--- src/rtl/cfu_pkg.sv ---
// Shared CFU-L2 types for the N-target request/response multiplexer.
package cfu_pkg;

  // Function id: funct7 concatenated with funct3.
  typedef logic [9:0] cfid_t;

  typedef enum logic [1:0] {
    CFU_OK    = 2'd0,
    CFU_ERROR = 2'd1
  } cfu_status_t;

  // Largest target count the order-FIFO index type is sized for.
  // One extra code is kept free for the error entry.
  localparam int unsigned MUXN_MAX_CFUS = 16;
  typedef logic [$clog2(MUXN_MAX_CFUS + 1)-1:0] muxn_idx_t;

  // Width of a field that may be configured to zero bits.
  function automatic int unsigned cfu_field_w(input int unsigned w);
    return (w > 0) ? w : 1;
  endfunction

endpackage

--- src/rtl/cfu_order_fifo.sv ---
// Order FIFO of target indices: remembers which target owes the next response.
module cfu_order_fifo #(
  parameter int unsigned W     = 2,
  parameter int unsigned DEPTH = 4
) (
  input  logic         i_clk,
  input  logic         i_rst,
  input  logic         i_clk_en,
  input  logic         i_push,
  input  logic         i_pop,
  input  logic [W-1:0] i_data,
  output logic [W-1:0] o_head,
  output logic         o_full,
  output logic         o_empty
);

  localparam int unsigned PW = $clog2(DEPTH);

  logic [W-1:0]  r_mem [DEPTH];
  logic [PW-1:0] r_wptr;
  logic [PW-1:0] r_rptr;
  logic [PW:0]   r_count;
  logic          w_push;
  logic          w_pop;

  assign o_full  = (r_count == (PW + 1)'(DEPTH));
  assign o_empty = (r_count == '0);
  assign w_push  = i_push && !o_full;
  assign w_pop   = i_pop && !o_empty;
  assign o_head  = r_mem[r_rptr];

  // Pointer and occupancy update; pointers wrap naturally since DEPTH is a power of two.
  always_ff @(posedge i_clk) begin
    if (i_rst) begin
      r_wptr  <= '0;
      r_rptr  <= '0;
      r_count <= '0;
    end else if (i_clk_en) begin
      if (w_push) r_wptr <= r_wptr + PW'(1);
      if (w_pop)  r_rptr <= r_rptr + PW'(1);
      if (w_push && !w_pop)      r_count <= r_count + (PW + 1)'(1);
      else if (!w_push && w_pop) r_count <= r_count - (PW + 1)'(1);
    end
  end

  // Entry storage; contents are only meaningful while the entry is occupied.
  always_ff @(posedge i_clk) begin
    if (i_clk_en && w_push) r_mem[r_wptr] <= i_data;
  end

endmodule

--- src/rtl/muxn_cfu.sv ---
// N-target CFU-L2 mux with in-order response return.
// Optional feature macro: MUXN_CFU_ERR_EN (out-of-range req_cfu answered with CFU_ERROR).
module muxn_cfu
  import cfu_pkg::*;
#(
  parameter int unsigned N_CFUS    = 4,
  parameter int unsigned N_STATES  = 1,
  parameter int unsigned FUNC_ID_W = $bits(cfid_t),
  parameter int unsigned INSN_W    = 0,
  parameter int unsigned DATA_W    = 32,
  parameter int unsigned DEPTH     = 4
) (
  input  logic                                        clk,
  input  logic                                        rst,
  input  logic                                        clk_en,
  input  logic                                        req_valid,
  output logic                                        req_ready,
  input  logic [$clog2(N_CFUS):0]                     req_cfu,
  input  logic [(N_STATES > 1 ? $clog2(N_STATES) : 1)-1:0] req_state,
  input  logic [FUNC_ID_W-1:0]                        req_func,
  input  logic [(INSN_W > 0 ? INSN_W : 1)-1:0]        req_insn,
  input  logic [DATA_W-1:0]                           req_data0,
  input  logic [DATA_W-1:0]                           req_data1,
  output logic                                        resp_valid,
  input  logic                                        resp_ready,
  output cfu_status_t                                 resp_status,
  output logic [DATA_W-1:0]                           resp_data,
  output logic [N_CFUS-1:0]                           t_req_valid,
  input  logic [N_CFUS-1:0]                           t_req_ready,
  output logic [(N_STATES > 1 ? $clog2(N_STATES) : 1)-1:0] t_req_state [N_CFUS],
  output logic [FUNC_ID_W-1:0]                        t_req_func  [N_CFUS],
  output logic [(INSN_W > 0 ? INSN_W : 1)-1:0]        t_req_insn  [N_CFUS],
  output logic [DATA_W-1:0]                           t_req_data0 [N_CFUS],
  output logic [DATA_W-1:0]                           t_req_data1 [N_CFUS],
  input  logic [N_CFUS-1:0]                           t_resp_valid,
  output logic [N_CFUS-1:0]                           t_resp_ready,
  input  cfu_status_t                                 t_resp_status [N_CFUS],
  input  logic [DATA_W-1:0]                           t_resp_data   [N_CFUS]
);

  localparam int unsigned IW = $clog2(N_CFUS);
`ifdef MUXN_CFU_ERR_EN
  localparam int unsigned EW = IW + 1;
`else
  localparam int unsigned EW = IW;
`endif

  logic              r_live;
  logic              w_go;
  logic              w_full;
  logic              w_empty;
  logic              w_push;
  logic              w_pop;
  logic              w_err;
  logic [IW-1:0]     w_sel;
  logic [EW-1:0]     w_entry;
  logic [EW-1:0]     w_head;
  logic              w_tgt_rdy;
  logic              w_hd_valid;
  cfu_status_t       w_hd_status;
  logic [DATA_W-1:0] w_hd_data;

  assign w_sel = req_cfu[IW-1:0];

`ifdef MUXN_CFU_ERR_EN
  assign w_err   = (req_cfu >= (IW + 1)'(N_CFUS));
  assign w_entry = w_err ? EW'(N_CFUS) : {1'b0, w_sel};
`else
  // Top select bit is ignored: every request lands on some target.
  logic w_unused_cfu_msb;
  assign w_unused_cfu_msb = req_cfu[IW];
  assign w_err   = 1'b0;
  assign w_entry = w_sel;
`endif

  // Handshakes are blocked while stalled, in reset, and in the first cycle after reset.
  assign w_go = clk_en && r_live && !rst;

  // Tracks whether the cycle following reset has passed.
  always_ff @(posedge clk) begin
    if (rst)         r_live <= 1'b0;
    else if (clk_en) r_live <= 1'b1;
  end

  // Payload is broadcast; only the selected target sees a valid.
  always_comb begin
    for (int i = 0; i < N_CFUS; i++) begin
      t_req_state[i] = req_state;
      t_req_func[i]  = req_func;
      t_req_insn[i]  = req_insn;
      t_req_data0[i] = req_data0;
      t_req_data1[i] = req_data1;
    end
  end

  // Request steering and head-of-order response selection.
  always_comb begin
    w_tgt_rdy    = 1'b0;
    w_hd_valid   = 1'b0;
    w_hd_status  = CFU_OK;
    w_hd_data    = '0;
    t_req_valid  = '0;
    t_resp_ready = '0;
    for (int i = 0; i < N_CFUS; i++) begin
      if (!w_err && (w_sel == IW'(i))) begin
        w_tgt_rdy      = t_req_ready[i];
        t_req_valid[i] = req_valid && !w_full && w_go;
      end
      if (w_head == EW'(i)) begin
        w_hd_valid      = t_resp_valid[i];
        w_hd_status     = t_resp_status[i];
        w_hd_data       = t_resp_data[i];
        t_resp_ready[i] = resp_ready && !w_empty && w_go;
      end
    end
`ifdef MUXN_CFU_ERR_EN
    if (w_head == EW'(N_CFUS)) begin
      w_hd_valid  = 1'b1;
      w_hd_status = CFU_ERROR;
      w_hd_data   = '0;
    end
`endif
    // Full blocks requests even if a pop happens this cycle.
    req_ready   = w_go && !w_full && (w_err || w_tgt_rdy);
    resp_valid  = w_go && !w_empty && w_hd_valid;
    resp_status = resp_valid ? w_hd_status : CFU_OK;
    resp_data   = resp_valid ? w_hd_data : '0;
  end

  assign w_push = req_valid && req_ready;
  assign w_pop  = resp_valid && resp_ready;

  cfu_order_fifo #(
    .W     (EW),
    .DEPTH (DEPTH)
  ) u_order_fifo (
    .i_clk    (clk),
    .i_rst    (rst),
    .i_clk_en (clk_en),
    .i_push   (w_push),
    .i_pop    (w_pop),
    .i_data   (w_entry),
    .o_head   (w_head),
    .o_full   (w_full),
    .o_empty  (w_empty)
  );

endmodule

--- config.mk ---
export PLATFORM = sky130hd
export DESIGN_NAME = muxn_cfu
export DESIGN_NICKNAME = d
export VERILOG_FILES = /design/src/rtl/cfu_pkg.sv /design/src/rtl/cfu_order_fifo.sv /design/src/rtl/muxn_cfu.sv
export SDC_FILE = /design/constraint.sdc
export NUM_CORES = 1
export LEC_CHECK = 0
export ABC_AREA = 1
export BUFFER_PORTS_ARGS = -buffer_cell sky130_fd_sc_hd__buf_2
export CELL_PAD_IN_SITES_DETAIL_PLACEMENT = 1
export CELL_PAD_IN_SITES_GLOBAL_PLACEMENT = 1
export CORE_AREA = 2 2 223 225
export CTS_CLUSTER_DIAMETER = 40
export DETAILED_ROUTE_END_ITERATION = 7
export DIE_AREA = 0 0 225 227
export HOLD_SLACK_MARGIN = 0.1
export PLACE_DENSITY_LB_ADDON = 0.2
export SKIP_CTS_REPAIR_TIMING = 1
export SYNTH_ARGS = -nofsm -noshare
export SYNTH_HDL_FRONTEND = slang
export SYNTH_HIERARCHICAL = 1
export SYNTH_SLANG_ARGS = --single-unit
--- constraint.sdc ---
create_clock -name clk -period 2.7 [get_ports clk]
set_input_delay 0.27 -clock clk [delete_from_list [all_inputs] [get_ports clk]]
set_output_delay 0.27 -clock clk [all_outputs]
set_load 0.005 [all_outputs]
[After elaboration in Yosys (flattened, before gate mapping)]
Memories as Yosys holds them, arrays and structs flattened. A register that Yosys moved wholly into a read port is not among the register bits.
Index checks and enable logic that the tools add are counted.
W data, S select, Z words.
Storage, ports and cells
  output and inout port bits: 348
  bits in writable memories: 8
  memories: 1
  bits of input ports: 228
  register bits after elaboration: 8
  logic and storage cells: 77
Memory list
  u_order_fifo.r_mem: words 4, bits a word 2, rd ports 1, clocked after Yosys merged registers in 1, wr ports 1, line cfu_order_fifo.sv:19  | logic [W-1:0] r_mem [DEPTH];
Operators by class
  $add $sub $neg: 4
  equality and inequality tests: 7
  multiplexer cells: 32
  reductions and logical operators: 29
Operators with widths (number)
  $mux W32: 5
  $mux W1: 18
  $logic_and A1 B1 Y1: 17
  $mux W2: 7
  $eq A2 B2 Y1 const B: 4
  $mux W3: 2
  $reduce_and A2 Y1: 3
  $logic_not A1 Y1: 5
  $add A2 B1 Y2 const B: 2
  $eq A2 B1 Y1 const B: 2
  $logic_not A2 Y1: 2
  $add A3 B1 Y3 const B: 1
  $eq A3 B3 Y1 const B: 1
  $logic_not A3 Y1: 1
  $sub A3 B1 Y3 const B: 1
  $reduce_bool A2 Y1: 1

[Longest topological paths before layout]
Gate-level depths: netlist of the first run.
  word-level depth: 12
  mapped depth: 20
  depth with buffers taken out: 19

[Cells and area by module]
Netlist of the first run, hierarchy kept.
Modules (own cells, without submodules)
  muxn_cfu: instances 1, area an instance 3955.0 µm², sequential area each 20.0 µm², cells an instance 655
  cfu_order_fifo: instances 1, area an instance 840.8 µm², sequential area each 420.4 µm², cells an instance 99

[Least setup slack after synthesis of the first run]
OpenSTA, ideal clock, no wires.
  path kind: register to register
  start point: register (tool-made name)
  end point: register u_order_fifo.r_count[1]
  required time: 2582 ps
  setup time: 118 ps
  slack: 128 ps
  period minus slack after synthesis: 2572 ps
  arrival: 2454 ps
  path buffers: 1
  stages on the path, launching flop included: 15
  cell sequence: dfxtp_1 > inv_1 > nor2_1 > o22ai_1 > buf_6 > nand2_8 > nand2_1 > nand2_4 > nor2_1 > nand2_1 > ha_1 > inv_1 > fa_1 > nor3_1 > nor2_1
RTL lines
  end signal, assigned: line cfu_order_fifo.sv:41  | if (w_push && !w_pop) r_count <= r_count + (PW + 1)'(1);
  end signal, assigned: line cfu_order_fifo.sv:42  | else if (!w_push && w_pop) r_count <= r_count - (PW + 1)'(1);
  end, declared: line cfu_order_fifo.sv:22  | logic [PW:0] r_count;

==> results summary, run 1 <==
The highest clock rate came out at 403 MHz. After detailed routing, the number of remaining DRC violations is 0. The final weighted congestion in routability-driven placement came out at 0.689. For the pin with the worst max-slew slack, the measured transition is approximately 420 ps. The count of endpoints failing hold in the final timing report came out at 0. The post-synthesis to final-layout area growth is -6.68%.

The number of instances in the synthesized netlist came out at between 700 and 800. The path class of the tightest hold or removal check is in -> reg. The starting utilization of the core area is 9.88%. The die extent in x is about 230 µm.

The routed length per placed instance came out at between 10 and 15 µm. In this run the static leakage power is 2.19 nW. The count of buffers inserted at the top-level ports is 194. The flip-flop and latch count after synthesis came out at 18.

The worst-case setup slack after placement is just over 90 ps. The remaining global-route overflow came out at 0. The critical path is of the reg -> out type. Dividing total power by cell area gives a power density of 179 nW/µm².

The post-route minimum period came out at 2480 ps. Setup violations remaining at the end of the flow were counted as 0. The number of inserted filler cells in the final layout is approximately 5900.

The number of vias after detailed routing is 3652. The worst-case vdd ir drop came out at 117 µV. Buffers inserted during clock tree synthesis total 3. The number of nets in the finished design came out at just under 900. The worst-path maximum fanout is 21. The total wire length after detailed routing came out at 18300 µm. The share of synthesized area occupied by flip-flops and latches came out at 9.18%. The worst endpoint data arrival time is 2210 ps. Clock skew on the completed layout was measured at roughly 5.3 ps. The run finished with clean final reports. The DRC violation total after the first TritonRoute iteration came out at 81. The area of the mapped netlist came out at 4800 µm². The wire length of the first global-routing pass is 25400 µm. The sink count of the clock tree is 18.

The post-synthesis net count is 988. The insertion delay to the later sink of the worst-skew pair is 250 ps. The via count of the first global-routing pass is between 3000 and 4000.

The count of boundary I/O pins is 576. The core outline area came out at about 49000 µm². The endpoint required time on the critical path came out at 2430 ps.

The count of H-tree levels built during CTS is 1. The final HPWL from detailed placement is 15000 µm. The largest net degree at the start of global routing is 36. The share of the cycle needed by the critical path after routing is just over 90%. The storage element area came out at 443 µm². The number of max-slew violations in the final report is 0. The height of the chip is 227 µm. The worst setup path is captured at a primary output.

The tightest hold path in the finished design has a slack of 249 ps. In the routed layout, each cell is associated on average with a via count of 2.86. TritonCTS built the clock tree. The global router's overall resource usage came out at 6.66%.

The floorplan die area came out at 51100 µm². The total power is 800 µW. During synthesis, Yosys emitted a total of 6 warnings.

The maximum count of clock buffers along a single path came out at 2. The max-capacitance violation count came out at 0. The worst max-slew margin expressed relative to the limit came out at 72.0%. The mean post-synth cell area came out at 6.36 µm².

The clock transition time at the flip-flop clock pins of the worst setup and hold paths is 60 ps. The number of antenna violations at the first check in global routing came to 7. The kind of start point of the critical path is a flip-flop. Yosys mapped the design onto 35 distinct sky130hd cell types. The clock root buffer master is clkbuf_16. Across all setup checks in the final design, the least slack found is 216 ps.

The number of search-and-repair iterations in the first detailed-routing pass came out at 4. The share of final-layout standard cells stronger than drive strength 1 is between 40% and 50%. The final antenna-violating net count came out at 0. The placement row count is 81. The multi-input combinational cell area is 1750 µm².
cells in the mapped netlist (all sizes together):
master | count | share of area (%)
nand4 | 4 | 0.52
ha | 5 | 1.3
o21ai | 23 | 2.4
dfxtp | 10 | 4.2
nand3b | 4 | 0.63
buf | 318 | 50
nor3 | 9 | 1.0
o22ai | 2 | 0.26
clkbuf | 5 | 0.44
a21oi | 2 | 0.21
inv | 64 | 5.1
nor2 | 67 | 6.8
fa | 1 | 0.42
edfxtp | 8 | 5.0
or2 | 18 | 2.3
a21boi | 15 | 2.3
nand3 | 26 | 2.9
nand2 | 172 | 14
clkinv | 1 | 0.078
metrics by stage:
step,setup TNS [ps],utilization [%],cells,cell area [µm²]
final,0,9.22,1276,4480
after global routing,-5.87,9.20,1272,4470
after CTS,-569,9.02,1269,4380
after detailed placement,0,8.86,1265,4300
after global placement,0,8.86,1265,4300
after floorplan,0,-,754,4800
path summary, 6_finish.rpt:
kind / depth (start not counted) / to / slack, ps / start
worst max-delay path: 11 / resp_status[0] / 220 / flip-flop
worst min-delay path: 2 / r_live / 250 / rst
worst max register to register: 14 / u_order_fifo/r_count[1] / 240 / u_order_fifo/r_mem[2][1]
worst min register to register: 2 / flip-flop / 460 / u_order_fifo/r_rptr[0]
cell type report:
| cell class | instances | share of cell area, % |
|---|---|---|
| Multi-Input combinational cell | 348 | 39.1 |
| Clock buffer | 3 | 1.68 |
| Antenna cell | 4 | 0.224 |
| Inverter | 65 | 5.56 |
| Timing Repair Buffer | 215 | 26.1 |
| Tap cell | 622 | 17.4 |
| Sequential cell | 18 | 9.90 |
| Clock inverter | 1 | 0.0839 |
where the power goes:
part	switching, mW	internal (mW)
combinational	0.101	0.112
sequential	0.00131	0.286
clock	0.102	0.197
total	0.205	0.596
cell families (layout without fill, tap and decap cells):
logic type	count (synthesis)	after routing	share of synthesized area (%)
fa+ha+maj	6	6	1.72
compound gates	42	42	5.22
buf+inv	388	284	55.6
flops	18	18	9.18
simple gates	300	300	28.2
other cells	0	4	0
cell usage in the layout (no fill, tap or decap), types with 2 or more instances in the layout:
cell type	instances
ha_1	5
inv_4	2
clkbuf_16	3
buf_2	194
nand3_2	5
nor3_1	7
nand4_1	4
nor2_1	41
a21oi_1	2
nor2_4	4
buf_4	14
o22ai_4	2
o21ai_0	18
inv_2	5
or2_0	7
edfxtp_1	8
nor2_2	22
nand3b_1	4
a21boi_0	15
diode_2	4
dfxtp_2	2
dfxtp_1	8
nand3_1	21
nand2_1	169
buf_6	5
clkinv_1	2
inv_1	57
or2_1	10
nor3_2	2
o21ai_1	4
metal layers:
metal	share of wire (%)	track usage (%)
met1	40	7.51
met2	44	10.5
met3	15	4.54
met4	1.0	1.09
met5	0.22	0
critical path, stage by stage, from the launching register on:
cell and delay [ps]:
dfxtp_2 370, o21ai_1 120, o22ai_4 340, buf_4 180, buf_6 200, nor2_4 70
buf_4 140, nand2_1 60, nand3_2 160, nand2_1 110, nor2_1 40, buf_2 130
Note: power is estimated with default switching activity, not from simulation.
==> inputs of run 2 (changes only) <==
--- a/config.mk
+++ b/config.mk
@@ -11,10 +11,12 @@
 export CELL_PAD_IN_SITES_GLOBAL_PLACEMENT = 1
 export CORE_AREA = 2 2 223 225
 export CTS_CLUSTER_DIAMETER = 40
+export CTS_CLUSTER_SIZE = 30
 export DETAILED_ROUTE_END_ITERATION = 7
 export DIE_AREA = 0 0 225 227
 export HOLD_SLACK_MARGIN = 0.1
 export PLACE_DENSITY_LB_ADDON = 0.2
+export RECOVER_POWER = 100
 export SKIP_CTS_REPAIR_TIMING = 1
 export SYNTH_ARGS = -nofsm -noshare
 export SYNTH_HDL_FRONTEND = slang
==> results summary, run 2 (synthesis gave the netlist of run 1 again) <==
The flow ran to the end, and the final reports show no timing, DRC or antenna violations. The worst register-to-register path begins at u_order_fifo/r_mem[2][1]. The routed length per placed instance came out at 14.3 µm (about the same). The number of vias after detailed routing is 3652 (unchanged).

The number of buffers inserted during clock tree synthesis came out at 3 (unchanged). The starting utilization of the core area came out at 9.88% (unchanged). The floorplan die area is 51100 µm² (unchanged). The wire length of the first global-routing pass is 25400 µm (unchanged). Leaving out fill and tap cells, the most frequent cells in the layout are buf_2 (192), nand2_1 (169), inv_1 (57). The count of boundary I/O pins is 576 (unchanged). The insertion delay to the later sink of the worst-skew pair is 250 ps (about the same). The final cell area excluding filler cells is 4470 µm² (about the same). The average via count per standard cell came to 2.86 (unchanged). The worst max-slew margin expressed relative to the limit came out at 71.6% (-0.44 points). Leaving out fill and tap cells, the most frequent cell in the layout is buf_2. The class of the most critical hold timing path is in -> reg. The worst setup path is launched from a flip-flop. The static power due to leakage came out at 2.19 nW (-0.25%). The remaining global-route overflow came to 0 (unchanged).

The count of H-tree levels built during CTS is 1 (unchanged). The number of search-and-repair iterations in the first detailed-routing pass is 4 (unchanged). The worst-case vdd ir drop came to 117 µV (about the same). The sink count of the clock tree is 18 (unchanged). The count of buffers inserted at the top-level ports is 194 (unchanged). The worst endpoint data arrival time is 2210 ps (about the same). The total wire length after detailed routing is 18300 µm (about the same). The worst clock skew on the final layout is 5.30 ps (unchanged). The number of max-slew violations in the final report came out at 0 (unchanged).

The setup-violating endpoint count in the final report came out at 0 (unchanged). The post-route DRC violation count came out at 0 (unchanged). The number of antenna violations at the first check in global routing is 7 (unchanged). The post-route minimum period came out at 2480 ps (unchanged). The largest net degree at the start of global routing came out at 36 (unchanged). In this run the clock root is driven by a clkbuf_16. TritonCTS built the clock tree. The number of inserted filler cells in the final layout came out at 5930 (+0.017%). The number of nets in the finished design is 885 (unchanged). The clock transition time at the flip-flop clock pins of the worst setup and hold paths is 60 ps (about the same). The placement row count is 81 (unchanged). The die extent in x is 225 µm (unchanged). The core outline area came to 48500 µm² (unchanged). The power density over cell area came out at 179 nW/µm² (about the same). The worst setup path is captured at a primary output. The number of instances in the placed design came out at 1265 (unchanged). The share of the cycle needed by the critical path after routing was 92.0% (unchanged). The max-capacitance violation count is 0 (unchanged). The worst-path maximum fanout came to 21 (unchanged). The height of the chip is 227 µm (unchanged). The DRC violation total after the first TritonRoute iteration came to 81 (unchanged). The non-filler instance count after layout came out at 1276 (unchanged).

The measured slew at the worst slew-check pin came out at 426 ps (+6.57 ps). The instance area after placement came out at 4300 µm² (unchanged). The share of final-layout standard cells stronger than drive strength 1 came out at 40.8% (-0.31 points).

The final HPWL from detailed placement is 15000 µm (unchanged). The highest clock rate came out at 403 MHz (unchanged). The via count of the first global-routing pass was 3835 (unchanged). The critical path is of the reg -> out type. The final weighted congestion in routability-driven placement came out at 0.689 (unchanged).

The post-synthesis to final-layout area growth is -6.73% (about the same). The multi-input combinational cell area came out at 1750 µm² (unchanged). The maximum count of clock buffers along a single path is 2 (unchanged). The worst hold path startpoint is rst. The final antenna-violating net count was 0 (unchanged). The endpoint required time on the critical path is 2430 ps (about the same).

The global router's overall resource usage came out at 6.66% (unchanged). The count of endpoints failing hold in the final timing report is 0 (unchanged). The storage element area is 443 µm² (unchanged).
==> run 2: worst max-delay path, stage by stage (launching register included) <==
cell     delay (ps)
dfxtp_2         370
o21ai_1         120
o22ai_4         340
buf_4           180
buf_6           200
nor2_4           70
buf_4           140
nand2_1          60
nand3_2         160
nand2_1         110
nor2_1           40
buf_2           130
==> run 2: path summary, 6_finish.rpt <==
path                        endpoint  slack, ps  cells past startpoint
min                           r_live        250                      2
max                   resp_status[0]        220                     11
min reg2reg                flip-flop        460                      2
max reg2reg  u_order_fifo/r_count[1]        240                     14
==> run 2: per-layer routing <==
metal / track usage, % / vias up / part of all wire, %
li1: - / 1779 / -
met1: 7.51 / 1534 / 40
met2: 10.5 / 299 / 44
met3: 4.54 / 34 / 15
met4: 1.09 / 6 / 1.0
met5: 0 / - / 0.22
==> run 2: final cells by class <==
type,count,share of cell area [%]
clock buffers,3,1.68
well taps,622,17.4
clock inverters,1,0.0839
diodes,4,0.224
inverters,65,5.57
repair buffers,215,26.0
multi-input cells,348,39.1
flip-flops and latches,18,9.90
==> run 2: through the flow <==
step,setup TNS (ps),utilization (%),power [mW],worst slack [ps],hold WS (ps)
2_1_floorplan,0,-,0.729,128,342
3_3_place_gp,0,8.86,0.510,107,455
3_5_place_dp,0,8.86,0.510,93.4,465
4_1_cts,-569,9.02,0.825,-134,246
5_1_grt,-5.88,9.19,0.861,-5.88,253
6_report,0,9.21,0.800,216,249
==> run 2: where the power goes <==
group	total [mW]	internal, mW	switching (mW)	leakage [nW]
registers	0.288	0.287	0.00131	0.154
clock network	0.299	0.197	0.102	0.0386
logic	0.213	0.112	0.101	2.00
total	0.800	0.595	0.205	2.19
